`config.mk`:
```
export PLATFORM = sky130hd
export DESIGN_NAME = btn_sync_debounce
export DESIGN_NICKNAME = d
export VERILOG_FILES = /design/src/rtl/pwm_pkg.sv /design/src/rtl/debounce_ch.sv /design/src/rtl/btn_sync_debounce.sv
export SDC_FILE = /design/constraint.sdc
export NUM_CORES = 1
export LEC_CHECK = 0
export ABC_AREA = 1
export BUFFER_PORTS_ARGS = -buffer_cell sky130_fd_sc_hd__buf_2
export CAP_MARGIN = 15
export CORE_MARGIN = 2
export CORE_UTILIZATION = 50
export DETAILED_ROUTE_END_ITERATION = 8
export PLACE_DENSITY_LB_ADDON = 0.3
export SYNTH_ARGS = -nofsm -noshare
export SYNTH_HDL_FRONTEND = slang
export SYNTH_HIERARCHICAL = 1
export SYNTH_SLANG_ARGS = --single-unit
```
`constraint.sdc`:
```
create_clock -name clk -period 1.2 [get_ports clk]
set_clock_uncertainty 0.15 [all_clocks]
set_input_delay 0.06 -clock clk [delete_from_list [all_inputs] [get_ports clk]]
set_output_delay 0.06 -clock clk [all_outputs]
set_load 0.005 [all_outputs]
```
`src/rtl/pwm_pkg.sv`:
```
// pwm_pkg: constants and helpers shared by the button front end.
//   SYNC_STAGES_MIN : shortest synchroniser chain that still gives
//                     metastability protection.
//   cnt_width()     : debounce counter width, never below 1 bit.
package pwm_pkg;

  localparam int SYNC_STAGES_MIN = 2;

  function automatic int cnt_width(input int n);
    return (n <= 1) ? 1 : $clog2(n);
  endfunction

endpackage

```
`src/rtl/debounce_ch.sv`:
```
// debounce_ch: one button channel -- synchroniser chain, debounce counter,
// debounced level register and single-cycle edge pulses.
// Ports:
//   clk        system clock
//   rst_n      synchronous reset, active-low
//   din        raw asynchronous input
//   sample_en  debounce sample strobe
//   level      debounced level, active-high
//   rise/fall  one-cycle pulses coinciding with a level change
module debounce_ch
  import pwm_pkg::*;
#(
  parameter int SYNC_STAGES = 3,
  parameter int DB_CYCLES   = 16,
  parameter bit ACTIVE_LOW  = 1'b0
) (
  input  logic clk,
  input  logic rst_n,
  input  logic din,
  input  logic sample_en,
  output logic level,
  output logic rise,
  output logic fall
);

  localparam int             CW       = cnt_width(DB_CYCLES);
  localparam logic [CW-1:0]  CNT_LAST = CW'(DB_CYCLES - 1);

  if (SYNC_STAGES < SYNC_STAGES_MIN || SYNC_STAGES > 8) begin : g_bad_sync
    $error("debounce_ch: SYNC_STAGES out of range 2..8");
  end
  if (DB_CYCLES < 1) begin : g_bad_db
    $error("debounce_ch: DB_CYCLES must be >= 1");
  end

  logic [SYNC_STAGES-1:0] sync_q;
  logic [CW-1:0]          cnt;
  logic                   sync_bit;

  // Normalise polarity right after the chain so the debouncer is always
  // active-high.
  assign sync_bit = sync_q[SYNC_STAGES-1] ^ ACTIVE_LOW;

  always_ff @(posedge clk) begin
    if (!rst_n) begin
      // Load the idle raw value so the first post-reset sample matches level.
      sync_q <= {SYNC_STAGES{ACTIVE_LOW}};
      cnt    <= '0;
      level  <= 1'b0;
      rise   <= 1'b0;
      fall   <= 1'b0;
    end else begin
      sync_q <= {sync_q[SYNC_STAGES-2:0], din};
      rise   <= 1'b0;
      fall   <= 1'b0;
      if (sample_en) begin
        if (sync_bit == level) begin
          cnt <= '0;
        end else if (cnt == CNT_LAST) begin
          // Cleared on acceptance, so the counter never wraps.
          level <= sync_bit;
          cnt   <= '0;
          rise  <= sync_bit;
          fall  <= ~sync_bit;
        end else begin
          cnt <= cnt + 1'b1;
        end
      end
    end
  end

endmodule

```
`src/rtl/btn_sync_debounce.sv`:
```
// btn_sync_debounce: multi-channel synchronise-and-debounce front end for
// push-buttons and switches feeding the PWM control logic.
// Ports:
//   clk        system clock
//   rst_n      synchronous reset, active-low
//   din        raw asynchronous inputs, one bit per channel
//   sample_en  debounce sample strobe (tie high to sample every clock)
//   level      debounced level per channel, active-high
//   rise/fall  one-cycle pulses per channel on level 0->1 / 1->0
module btn_sync_debounce
  import pwm_pkg::*;
#(
  parameter int N_CH        = 4,
  parameter int SYNC_STAGES = 3,
  parameter int DB_CYCLES   = 16,
  parameter bit ACTIVE_LOW  = 1'b0
) (
  input  logic            clk,
  input  logic            rst_n,
  input  logic [N_CH-1:0] din,
  input  logic            sample_en,
  output logic [N_CH-1:0] level,
  output logic [N_CH-1:0] rise,
  output logic [N_CH-1:0] fall
);

  for (genvar i = 0; i < N_CH; i++) begin : g_ch
    debounce_ch #(
      .SYNC_STAGES (SYNC_STAGES),
      .DB_CYCLES   (DB_CYCLES),
      .ACTIVE_LOW  (ACTIVE_LOW)
    ) u_ch (
      .clk       (clk),
      .rst_n     (rst_n),
      .din       (din[i]),
      .sample_en (sample_en),
      .level     (level[i]),
      .rise      (rise[i]),
      .fall      (fall[i])
    );
  end

endmodule

```
==> results.sh, run 1 <==
export IMPL_status="finished, violations left"
export IMPL_violations="negative hold slack, negative setup slack"
export IMPL_htreeDepth=2
export IMPL_yosysMostFrequentCell="nand2_1"
export IMPL_reg2reg_slack_ns=-0.03
export IMPL_synth_area_top_cells="dfxtp_1 (49%), nand2_1 (12%), inv_1 (6.5%), a21oi_1 (4.9%), ha_1 (3.1%)"
export IMPL_avgSynthCellArea_um2=7.95
export IMPL_cp_end_kind="flop"
export IMPL_rows=20
export IMPL_die_area_um2=3710
export IMPL_drive_gt1_share_pct=37.1
export IMPL_tritoncts="done"
export IMPL_seqCellArea_um2=815
export IMPL_grt_pass1_wl_um=4900
export IMPL_cts_buffers_inserted=5
export IMPL_wirelength_um=3150
export IMPL_fin_crit_sh_pct=102
export IMPL_peakVddDrop_mv=0.810
export IMPL_layout_setup_ws_ns=-0.0262
export IMPL_hp_class="in2reg"
export IMPL_n_antenna_cell=0
export IMPL_synth_warnings=6
export IMPL_power_leakage_uw=0.00101
export IMPL_crit_reg2reg_launch="g_ch[2].u_ch/cnt[0]$_SDFFE_PN0P_"
export IMPL_overflow=0
export IMPL_via_count=1411
export IMPL_core_area_um2=3080
export IMPL_via_per_inst=4.70
export IMPL_layout_nets=266
export IMPL_setup_viol=3
export IMPL_cp_arrival_ns=1.34
export IMPL_synth_fa_ha_area_share_pct=3.09
export IMPL_synth_top_area_share_pct=49.4
export IMPL_drt_iter0_drc=61
export IMPL_syn_inst=204
export IMPL_cp_required_ns=1.31
export IMPL_path_max_fanout=3
export IMPL_hold_start="sample_en"
export IMPL_cts_sinks=40
export IMPL_cts_clk_slew_worst_paths_ns=0.11
export IMPL_antenna_found_initial=0
export IMPL_ys_top_cells_by_count="nand2_1 (52), dfxtp_1 (40), inv_1 (28)"
export IMPL_synth_compound_area_share_pct=11.4
export IMPL_rr_worst_depth=6
export IMPL_dieWidth_um=61.0
export IMPL_seq_area_frac_synth_pct=49.4
export IMPL_drc=0
export IMPL_place_hpwl_um=1880
export IMPL_synth_top_family_by_area="simple AND/OR/NAND/NOR gates"
export IMPL_grt_usage_pct=18.6
export IMPL_multi_input_area_um2=779
export IMPL_die_y_um=61.0
export IMPL_grt_pass1_vias=1195
export IMPL_cts_max_path_buffers=2
export IMPL_first_pass_iters=4
export IMPL_timing_fmax_ghz=0.816
export IMPL_syn2layout_area_growth_pct=32.9
export IMPL_gp_congestion=0.798
export IMPL_fillerInstances=267
export IMPL_grt_max_degree=22
export IMPL_synth_seq_cells=40
export IMPL_fin_area_um2=2150
export IMPL_ant_nets=0
export IMPL_criticalPathCategory="reg2reg"
export IMPL_post_drt_wl_per_cell_um=10.5
export IMPL_io_pins=19
export IMPL_synth_mux_area_share_pct=0
export IMPL_synth_top_area_cell="dfxtp_1"
export IMPL_preCtsSetupSlack_ns=-0.0510
export IMPL_initial_core_util_pct=52.7
export IMPL_synthXorXnorAreaFrac_pct=0
export IMPL_cts_root_buf="clkbuf_4"
export IMPL_tightest_slew_ns=0.361
export IMPL_rr_endpoint="g_ch[2].u_ch/level$_SDFFE_PN0P_"
export IMPL_rsz0062_at_grt="yes"
export IMPL_timing_hold_ws_ns=-0.00515
export IMPL_placed_area_um2=1860
export IMPL_slew_headroom_pct=75.9
export IMPL_synthArstFlopShare_pct=0
export IMPL_clkLatencyLatePin_ns=0.36
export IMPL_worstHoldEndpoint="g_ch[0].u_ch/level$_SDFFE_PN0P_"
export IMPL_whs_path_depth=3
export IMPL_netlist_area_um2=1620
export IMPL_period_needed_ns=1.23
export IMPL_slew_violations=0
export IMPL_synth_edf_count=0
export IMPL_yosys_cell_types_count=17
export IMPL_syn_num_nets=215
export IMPL_ys_flop_type="dfxtp_1"
export IMPL_pwr_density_cell_nw_per_um2=1020
export IMPL_critPathLaunchType="flop"
export IMPL_io_buffers=18
export IMPL_synth_simple_area_share_pct=27.8
export IMPL_max_cap_violations=0
export IMPL_hold_violations=1
area by class of cell:
cell class                      count  area share [%]
Inverter                           36            6.27
Timing Repair Buffer               44            14.5
Sequential cell                    40            37.8
Clock buffer                        8            2.73
Multi-Input combinational cell    128            36.2
Tap cell                           44            2.56
cell usage in the layout (no fill, tap or decap):
cell type	instances
a21oi_1	16
a21oi_2	4
buf_2	17
buf_4	17
buf_6	1
clkbuf_1	2
clkbuf_4	6
clkbuf_8	1
dfxtp_1	29
dfxtp_2	11
dlygate4sd3_1	8
ha_4	4
inv_1	28
inv_2	8
nand2_1	48
nand2_2	9
nand2_4	3
nand3_1	7
nand3_2	5
nand4_1	4
nor2_1	8
nor2_2	2
nor2_4	6
o21a_1	4
o21ai_0	4
o21ai_1	3
o21ai_2	1
power breakdown:
part           leakage [uW]  internal, uW  switching (uW)
clock             0.0000326           289             423
sequential         0.000330          1350            10.7
combinational      0.000653          57.3            69.6
total               0.00102          1690             503
worst max path at each step:
| stage | startpoint | end | slack, ns |
|---|---|---|---|
| finish | g_ch[2].u_ch/cnt[0]$_SDFFE_PN0P_ | g_ch[2].u_ch/level$_SDFFE_PN0P_ | -0.03 |
| global route | g_ch[3].u_ch/cnt[0]$_SDFFE_PN0P_ | g_ch[3].u_ch/level$_SDFFE_PN0P_ | -0.07 |
| CTS | g_ch[2].u_ch/cnt[0]$_SDFFE_PN0P_ | g_ch[2].u_ch/level$_SDFFE_PN0P_ | -0.01 |
| detailed placement | g_ch[3].u_ch/cnt[1]$_SDFFE_PN0P_ | g_ch[3].u_ch/level$_SDFFE_PN0P_ | -0.05 |
| global placement | g_ch[3].u_ch/cnt[1]$_SDFFE_PN0P_ | g_ch[3].u_ch/level$_SDFFE_PN0P_ | -0.01 |
| floorplan | g_ch[0].u_ch/cnt[0]$_SDFFE_PN0P_ | g_ch[0].u_ch/level$_SDFFE_PN0P_ | 0.006 |
routing by layer:
metal  vias up  share of wire [%]  global-route usage, %
met1       637                 46                   21.7
met4         0                3.2                   9.32
li1        746                  -                      -
met3         9                3.1                   7.25
met5         -                  0                      0
met2        19                 47                   29.6
worst max-delay path, cell delays in order, from the launching register on:
cell,delay [ns]
dfxtp_2,0.38
ha_4,0.14
nand2_2,0.07
nor2_4,0.13
nand2_2,0.07
o21ai_1,0.14
a21oi_1,0.05
sequential cells by signal, summed over array words and instances (netlist names):
signal	cells
g_ch.u_ch/rise	4
g_ch.u_ch/level	4
g_ch.u_ch/sync_q	12
g_ch.u_ch/fall	4
g_ch.u_ch/cnt	16
through the flow:
| stage | total power, uW | cells | setup TNS (ns) | hold slack [ns] | utilization [%] |
|---|---|---|---|---|---|
| 3_5_place_dp | 1480 | 278 | -0.119 | 0.0987 | 60.3 |
| 3_3_place_gp | 1480 | 278 | -0.0146 | 0.0894 | 60.3 |
| 4_1_cts | 2210 | 296 | -0.0177 | 0.00198 | 66.2 |
| 2_1_floorplan | 1430 | 204 | 0 | 0.00345 | - |
| 6_report | 2200 | 300 | -0.0404 | -0.00515 | 70.0 |
| 5_1_grt | 2280 | 300 | -0.368 | 0.0180 | 70.0 |
repair_timing:
action,in CTS,in global routing
buffers inserted,3,3
setup endpoints to repair,7,15
gates resized for setup,12,20
hold endpoints to repair,25,1
pin swaps,6,7
hold buffers,7,1
cells by family after synthesis:
kind of cell,Yosys count
buffers and inverters,36
AND/OR/NAND/NOR,92
AO/OA/AOI/OAI,32
adder cells (fa/ha/maj),4
flip-flops,40
No activity file was read; power rests on OpenSTA's default activity.
==> run 2, diff against run 1 <==
--- a/config.mk
+++ b/config.mk
@@ -14,5 +14,4 @@
 export PLACE_DENSITY_LB_ADDON = 0.3
 export SYNTH_ARGS = -nofsm -noshare
 export SYNTH_HDL_FRONTEND = slang
-export SYNTH_HIERARCHICAL = 1
 export SYNTH_SLANG_ARGS = --single-unit
==> results.sh, run 2 <==
export IMPL_die_y_um=62.0
export IMPL_io_buffers=18
export IMPL_cts_buffers_inserted=5
export IMPL_htreeDepth=2
export IMPL_drc=0
export IMPL_fin_crit_sh_pct=98.2
export IMPL_path_max_fanout=3
export IMPL_tritoncts="done"
export IMPL_yosys_cell_types_count=22
export IMPL_gp_congestion=0.819
export IMPL_timing_hold_ws_ns=-0.00584
export IMPL_clkLatencyLatePin_ns=0.35
export IMPL_cp_top_family="flip-flops"
export IMPL_criticalPathCategory="reg2reg"
export IMPL_die_area_um2=3850
export IMPL_drive_gt1_share_pct=37.8
export IMPL_n_antenna_cell=0
export IMPL_critical_path_depth=5
export IMPL_timing_fmax_ghz=0.849
export IMPL_synth_top_area_share_pct=47.6
export IMPL_path_cells="ha_4, inv_2, nor2_4, nor2_2, o21a_1"
export IMPL_slew_headroom_pct=75.4
export IMPL_hold_start="sample_en"
export IMPL_via_per_inst=4.61
export IMPL_netlist_area_um2=1680
export IMPL_final_common_cell="nand2_1"
export IMPL_grt_usage_pct=15.9
export IMPL_hold_violations=1
export IMPL_synth_top_area_cell="dfxtp_1"
export IMPL_syn_num_nets=231
export IMPL_ant_nets=0
export IMPL_place_hpwl_um=1830
export IMPL_grt_pass1_vias=1065
export IMPL_status="finished, violations left"
export IMPL_power_leakage_uw=0.00102
export IMPL_worstHoldEndpoint="g_ch[3].u_ch.cnt[0]$_SDFFE_PN0P_"
export IMPL_layout_nets=259
export IMPL_path_buf_inv=1
export IMPL_yosysMostFrequentCell="nand2_1"
export IMPL_largest_register="g_ch.u_ch.cnt"
export IMPL_overflow=0
export IMPL_synth_area_top_cells="dfxtp_1 (48%), nand2_1 (13%), inv_1 (7.8%), buf_4 (5.4%), a21oi_1 (3.9%)"
export IMPL_post_drt_wl_per_cell_um=9.99
export IMPL_avgSynthCellArea_um2=7.65
export IMPL_initial_core_util_pct=51.2
export IMPL_cp_end_kind="flop"
export IMPL_cts_max_path_buffers=2
export IMPL_core_area_um2=3280
export IMPL_wirelength_um=2950
export IMPL_cp_arrival_ns=1.28
export IMPL_pwr_density_cell_nw_per_um2=1100
export IMPL_critPathLaunchType="flop"
export IMPL_grt_pass1_wl_um=4350
export IMPL_cts_sinks=40
export IMPL_grt_max_degree=18
export IMPL_cts_root_buf="clkbuf_4"
export IMPL_peakVddDrop_mv=0.774
export IMPL_dieWidth_um=62.0
export IMPL_io_pins=19
export IMPL_setup_viol=0
export IMPL_synth_warnings=0
export IMPL_rr_worst_depth=5
export IMPL_rsz0062_at_grt="yes"
export IMPL_hp_class="in2reg"
export IMPL_reg_largest_list="g_ch.u_ch.cnt: 16 flops, g_ch.u_ch.sync_q: 12 flops"
export IMPL_rr_endpoint="g_ch[0].u_ch.cnt[0]$_SDFFE_PN0P_"
export IMPL_layout_common_cells="nand2_1 (57), inv_1 (30), dfxtp_1 (22)"
export IMPL_syn2layout_area_growth_pct=25.9
export IMPL_tightest_slew_ns=0.368
export IMPL_reg2reg_slack_ns=0.02
export IMPL_via_count=1361
export IMPL_rows=21
export IMPL_power_uw=2330
export IMPL_fin_area_um2=2120
export IMPL_synth_seq_cells=40
export IMPL_period_needed_ns=1.18
export IMPL_slew_violations=0
export IMPL_max_stage_delay_ns=0.37
export IMPL_whs_path_depth=5
export IMPL_placed_area_um2=1820
export IMPL_violations="negative hold slack"
export IMPL_seq_area_frac_synth_pct=47.6
export IMPL_first_pass_iters=4
export IMPL_ys_top_cells_by_count="nand2_1 (60), dfxtp_1 (40), inv_1 (35)"
export IMPL_largest_register_ffs=16
export IMPL_cp_required_ns=1.30
export IMPL_crit_reg2reg_launch="g_ch[0].u_ch.cnt[0]$_SDFFE_PN0P_"
export IMPL_antenna_found_initial=0
export IMPL_cts_clk_slew_worst_paths_ns=0.11
export IMPL_max_cap_violations=0
export IMPL_synth_edf_count=0
export IMPL_cp_slowest_cell="dfxtp_2"
export IMPL_ys_flop_type="dfxtp_1"
export IMPL_syn_inst=220
export IMPL_synthArstFlopShare_pct=0
export IMPL_drt_iter0_drc=72
-- run 2: cell types whose count changed after synthesis, sizes merged, moves of 2 or more --
cell | previous run | this run
o21ai | 8 | 3
buf | 0 | 17
a21oi | 20 | 16
nor3 | 0 | 4
nor2 | 16 | 10
nand4 | 4 | 8
xor2 | 0 | 2
-- run 2: how the worst max path moves through the flow --
stage	endpoint	slack (ns)	start
global placement	g_ch[0].u_ch.cnt[0]$_SDFFE_PN0P_	0.0002	g_ch[0].u_ch.cnt[0]$_SDFFE_PN0P_
floorplan	g_ch[0].u_ch.cnt[0]$_SDFFE_PN0P_	0.004	g_ch[0].u_ch.cnt[0]$_SDFFE_PN0P_
finish	g_ch[0].u_ch.cnt[0]$_SDFFE_PN0P_	0.02	g_ch[0].u_ch.cnt[0]$_SDFFE_PN0P_
global route	g_ch[1].u_ch.cnt[3]$_SDFFE_PN0P_	-0.03	g_ch[1].u_ch.cnt[0]$_SDFFE_PN0P_
detailed placement	g_ch[0].u_ch.cnt[0]$_SDFFE_PN0P_	-0.008	g_ch[0].u_ch.cnt[0]$_SDFFE_PN0P_
CTS	g_ch[2].u_ch.cnt[2]$_SDFFE_PN0P_	0.009	g_ch[2].u_ch.cnt[0]$_SDFFE_PN0P_
-- run 2: power by group --
part	switching (uW)	leakage (uW)	internal (uW)
clock network	420	0.0000422	437
registers	9.95	0.000333	1350
logic	65.1	0.000645	48.4
total	495	0.00102	1830
-- run 2: what timing repair did --
action | 4_1_cts | 5_1_grt
pin swaps | 3 | 13
hold endpoints to repair | 28 | 0
buffers inserted | 0 | 1
hold buffers | 6 | 0
resized for setup | 10 | 42
endpoints found under the setup margin | 5 | 24
-- run 2: tightest hold or removal path, stage by stage --
cell and delay, ns:
buf_2 0.16, inv_4 0.07, a21oi_2 0.04, nand3_2 0.06, a21oi_1 0.06
-- run 2: layer usage --
metal	vias up	routed length, um	part of all wire [%]	global-route usage, %
met4	0	55	1.9	7.29
met3	5	118	4.0	6.83
met1	605	1340	46	18.2
li1	725	-	-	-
met2	26	1430	49	25.7
met5	-	0	0	0
-- run 2: kinds of logic (layout without fill, tap and decap cells) --
kind of cell    Yosys count  after routing  synth area share [%]
fa+ha+maj                 4              4                  2.97
flops                    40             40                  47.6
simple gates             97             97                  24.8
buf+inv                  55             84                  15.9
compound gates           22             22                  7.66
xor+xnor                  2              2                  1.04
-- run 2: through the flow --
step                TNS (ns)  utilization (%)  cells  setup slack [ns]
floorplan                  0                -    220           0.00439
global placement           0             55.3    280          0.000184
detailed placement  -0.00801             55.3    280          -0.00801
CTS                        0             60.2    294           0.00889
global route         -0.0595             64.5    295           -0.0281
finish                     0             64.5    295            0.0220
-- run 2: area by class of cell --
cell class,instances,area (um2)
well taps,46,57.6
fillers,278,1170
clock inverters,2,35.0
multi-input cells,125,757
inverters,37,141
flip-flops and latches,40,823
clock buffers,6,41.3
repair buffers,39,263
==> run 3, diff against run 2 <==
==> constraint.sdc (replaced) <==
create_clock -name clk -period 1.48 [get_ports clk]
set_clock_uncertainty 0.15 [all_clocks]
set_input_delay 0.074 -clock clk [delete_from_list [all_inputs] [get_ports clk]]
set_output_delay 0.074 -clock clk [all_outputs]
set_load 0.005 [all_outputs]
==> results.sh, run 3 (synthesis results as in run 2) <==
export IMPL_status="complete, no violations"
export IMPL_post_drt_wl_per_cell_um=9.48
export IMPL_worstHoldEndpoint="g_ch[2].u_ch.cnt[0]$_SDFFE_PN0P_"
export IMPL_ant_nets=0
export IMPL_period_needed_ns=1.33
export IMPL_initial_core_util_pct=51.2
export IMPL_cts_max_path_buffers=2
export IMPL_power_leakage_uw=0.000918
export IMPL_hold_violations=0
export IMPL_rr_endpoint="g_ch[0].u_ch.cnt[0]$_SDFFE_PN0P_"
export IMPL_drc=0
export IMPL_tritoncts="done"
export IMPL_cp_required_ns=1.58
export IMPL_syn2layout_area_growth_pct=7.43
export IMPL_fin_area_um2=1810
export IMPL_via_count=1294
export IMPL_tightest_slew_ns=0.322
export IMPL_final_common_cell="nand2_1"
export IMPL_crit_reg2reg_launch="g_ch[0].u_ch.cnt[0]$_SDFFE_PN0P_"
export IMPL_stdcell_count=279
export IMPL_cts_clk_slew_worst_paths_ns=0.11
export IMPL_cts_root_buf="clkbuf_4"
export IMPL_hp_class="in2reg"
export IMPL_wirelength_um=2650
export IMPL_grt_pass1_wl_um=4800
export IMPL_setup_viol=0
export IMPL_io_pins=19
export IMPL_antenna_found_initial=0
export IMPL_clkLatencyLatePin_ns=0.35
export IMPL_grt_usage_pct=17.4
export IMPL_whs_path_depth=3
export IMPL_pwr_density_cell_nw_per_um2=927
export IMPL_drive_gt1_share_pct=14.2
export IMPL_rsz0062_at_grt="no"
export IMPL_placed_area_um2=1710
export IMPL_htreeDepth=2
export IMPL_final_util_pct=55.0
export IMPL_grt_pass1_vias=1156
export IMPL_postCtsSetupRepairBufs=0
export IMPL_via_per_inst=4.64
export IMPL_path_max_fanout=5
export IMPL_drt_iter0_drc=46
export IMPL_rr_worst_depth=5
export IMPL_die_area_um2=3850
export IMPL_rows=21
export IMPL_postCtsResizedCells=0
export IMPL_dieWidth_um=62.0
export IMPL_reg2reg_slack_ns=0.15
export IMPL_io_buffers=18
export IMPL_gp_congestion=0.796
export IMPL_max_cap_violations=0
export IMPL_criticalPathCategory="reg2reg"
export IMPL_place_hpwl_um=1780
export IMPL_core_area_um2=3280
export IMPL_largest_register_ffs=16
export IMPL_overflow=0
export IMPL_peakVddDrop_mv=0.597
export IMPL_dp_cells=267
export IMPL_critPathLaunchType="flop"
export IMPL_hold_start="sample_en"
export IMPL_layout_common_cells="nand2_1 (60), dfxtp_1 (40), inv_1 (35)"
export IMPL_n_antenna_cell=0
export IMPL_grt_max_degree=18
export IMPL_largest_register="g_ch.u_ch.cnt"
export IMPL_layout_nets=244
export IMPL_first_pass_iters=4
export IMPL_cts_sinks=40
export IMPL_slew_violations=0
export IMPL_slew_headroom_pct=78.5
export IMPL_cp_arrival_ns=1.43
export IMPL_timing_fmax_ghz=0.753
export IMPL_timing_hold_ws_ns=0.0178
export IMPL_reg_largest_list="g_ch.u_ch.cnt: 16 flops, g_ch.u_ch.sync_q: 12 flops"
export IMPL_cp_end_kind="flop"
export IMPL_fin_crit_sh_pct=89.7
export IMPL_fin_tns_setup_ns=0
export IMPL_die_y_um=62.0
export IMPL_cts_buffers_inserted=5
==> run 3: cell count changes in the layout (fill, tap and decap cells not counted), moves of 3 or more <==
cell / change
dfxtp_1: +18
dfxtp_2: -18
buf_4: -14
nor2_1: +7
nand3_1: +6
nand3_2: -6
inv_1: +5
inv_2: -5
ha_1: +4
ha_4: -4
nor2_4: -4
nand2_1: +3
nor2_2: -3
==> run 3: worst max-delay path, cell delays in order (launching register included) <==
cell and delay (ns):
dfxtp_1 0.42, ha_1 0.20, inv_1 0.04, nor2_1 0.17
nor2_1 0.09, o21a_1 0.17
==> run 3: worst max-delay path by stage <==
stage | to | start
final | g_ch[0].u_ch.cnt[0]$_SDFFE_PN0P_ | g_ch[0].u_ch.cnt[0]$_SDFFE_PN0P_
after global routing | g_ch[0].u_ch.cnt[0]$_SDFFE_PN0P_ | g_ch[0].u_ch.cnt[0]$_SDFFE_PN0P_
after CTS | g_ch[0].u_ch.cnt[0]$_SDFFE_PN0P_ | g_ch[0].u_ch.cnt[0]$_SDFFE_PN0P_
after detailed placement | g_ch[0].u_ch.cnt[0]$_SDFFE_PN0P_ | g_ch[0].u_ch.cnt[0]$_SDFFE_PN0P_
after global placement | g_ch[2].u_ch.cnt[0]$_SDFFE_PN0P_ | g_ch[2].u_ch.cnt[0]$_SDFFE_PN0P_
after floorplan | g_ch[0].u_ch.cnt[0]$_SDFFE_PN0P_ | g_ch[0].u_ch.cnt[0]$_SDFFE_PN0P_
==> run 3: routing by layer <==
layer,GRT usage [%],routed length [um]
met1,21.1,1290
met2,27.5,1180
met3,6.83,120
met4,7.29,53
met5,0,0
==> run 3: layout make-up <==
cell class	instances	area, um2
fillers	320	1480
flip-flops and latches	40	801
multi-input cells	125	614
repair buffers	24	148
inverters	37	141
well taps	46	57.6
clock buffers	6	41.3
clock inverters	1	5.00
==> run 3: repair_timing <==
| item | CTS | global route |
|---|---|---|
| endpoints found under the hold margin | 10 | 0 |
| setup endpoints to repair | 0 | 0 |
| hold buffers | 5 | 0 |
==> run 3: stage by stage <==
step	power [uW]	setup slack, ns
after floorplan	1170	0.257
after global placement	1190	0.213
after detailed placement	1190	0.168
after CTS	1700	0.148
after global routing	1770	0.0106
final	1680	0.152
==> run 3: where the power goes <==
part	switching, uW	total, uW	internal, uW
registers	8.37	1100	1090
clock network	327	502	175
logic	45.4	74.3	28.9
total	381	1680	1300
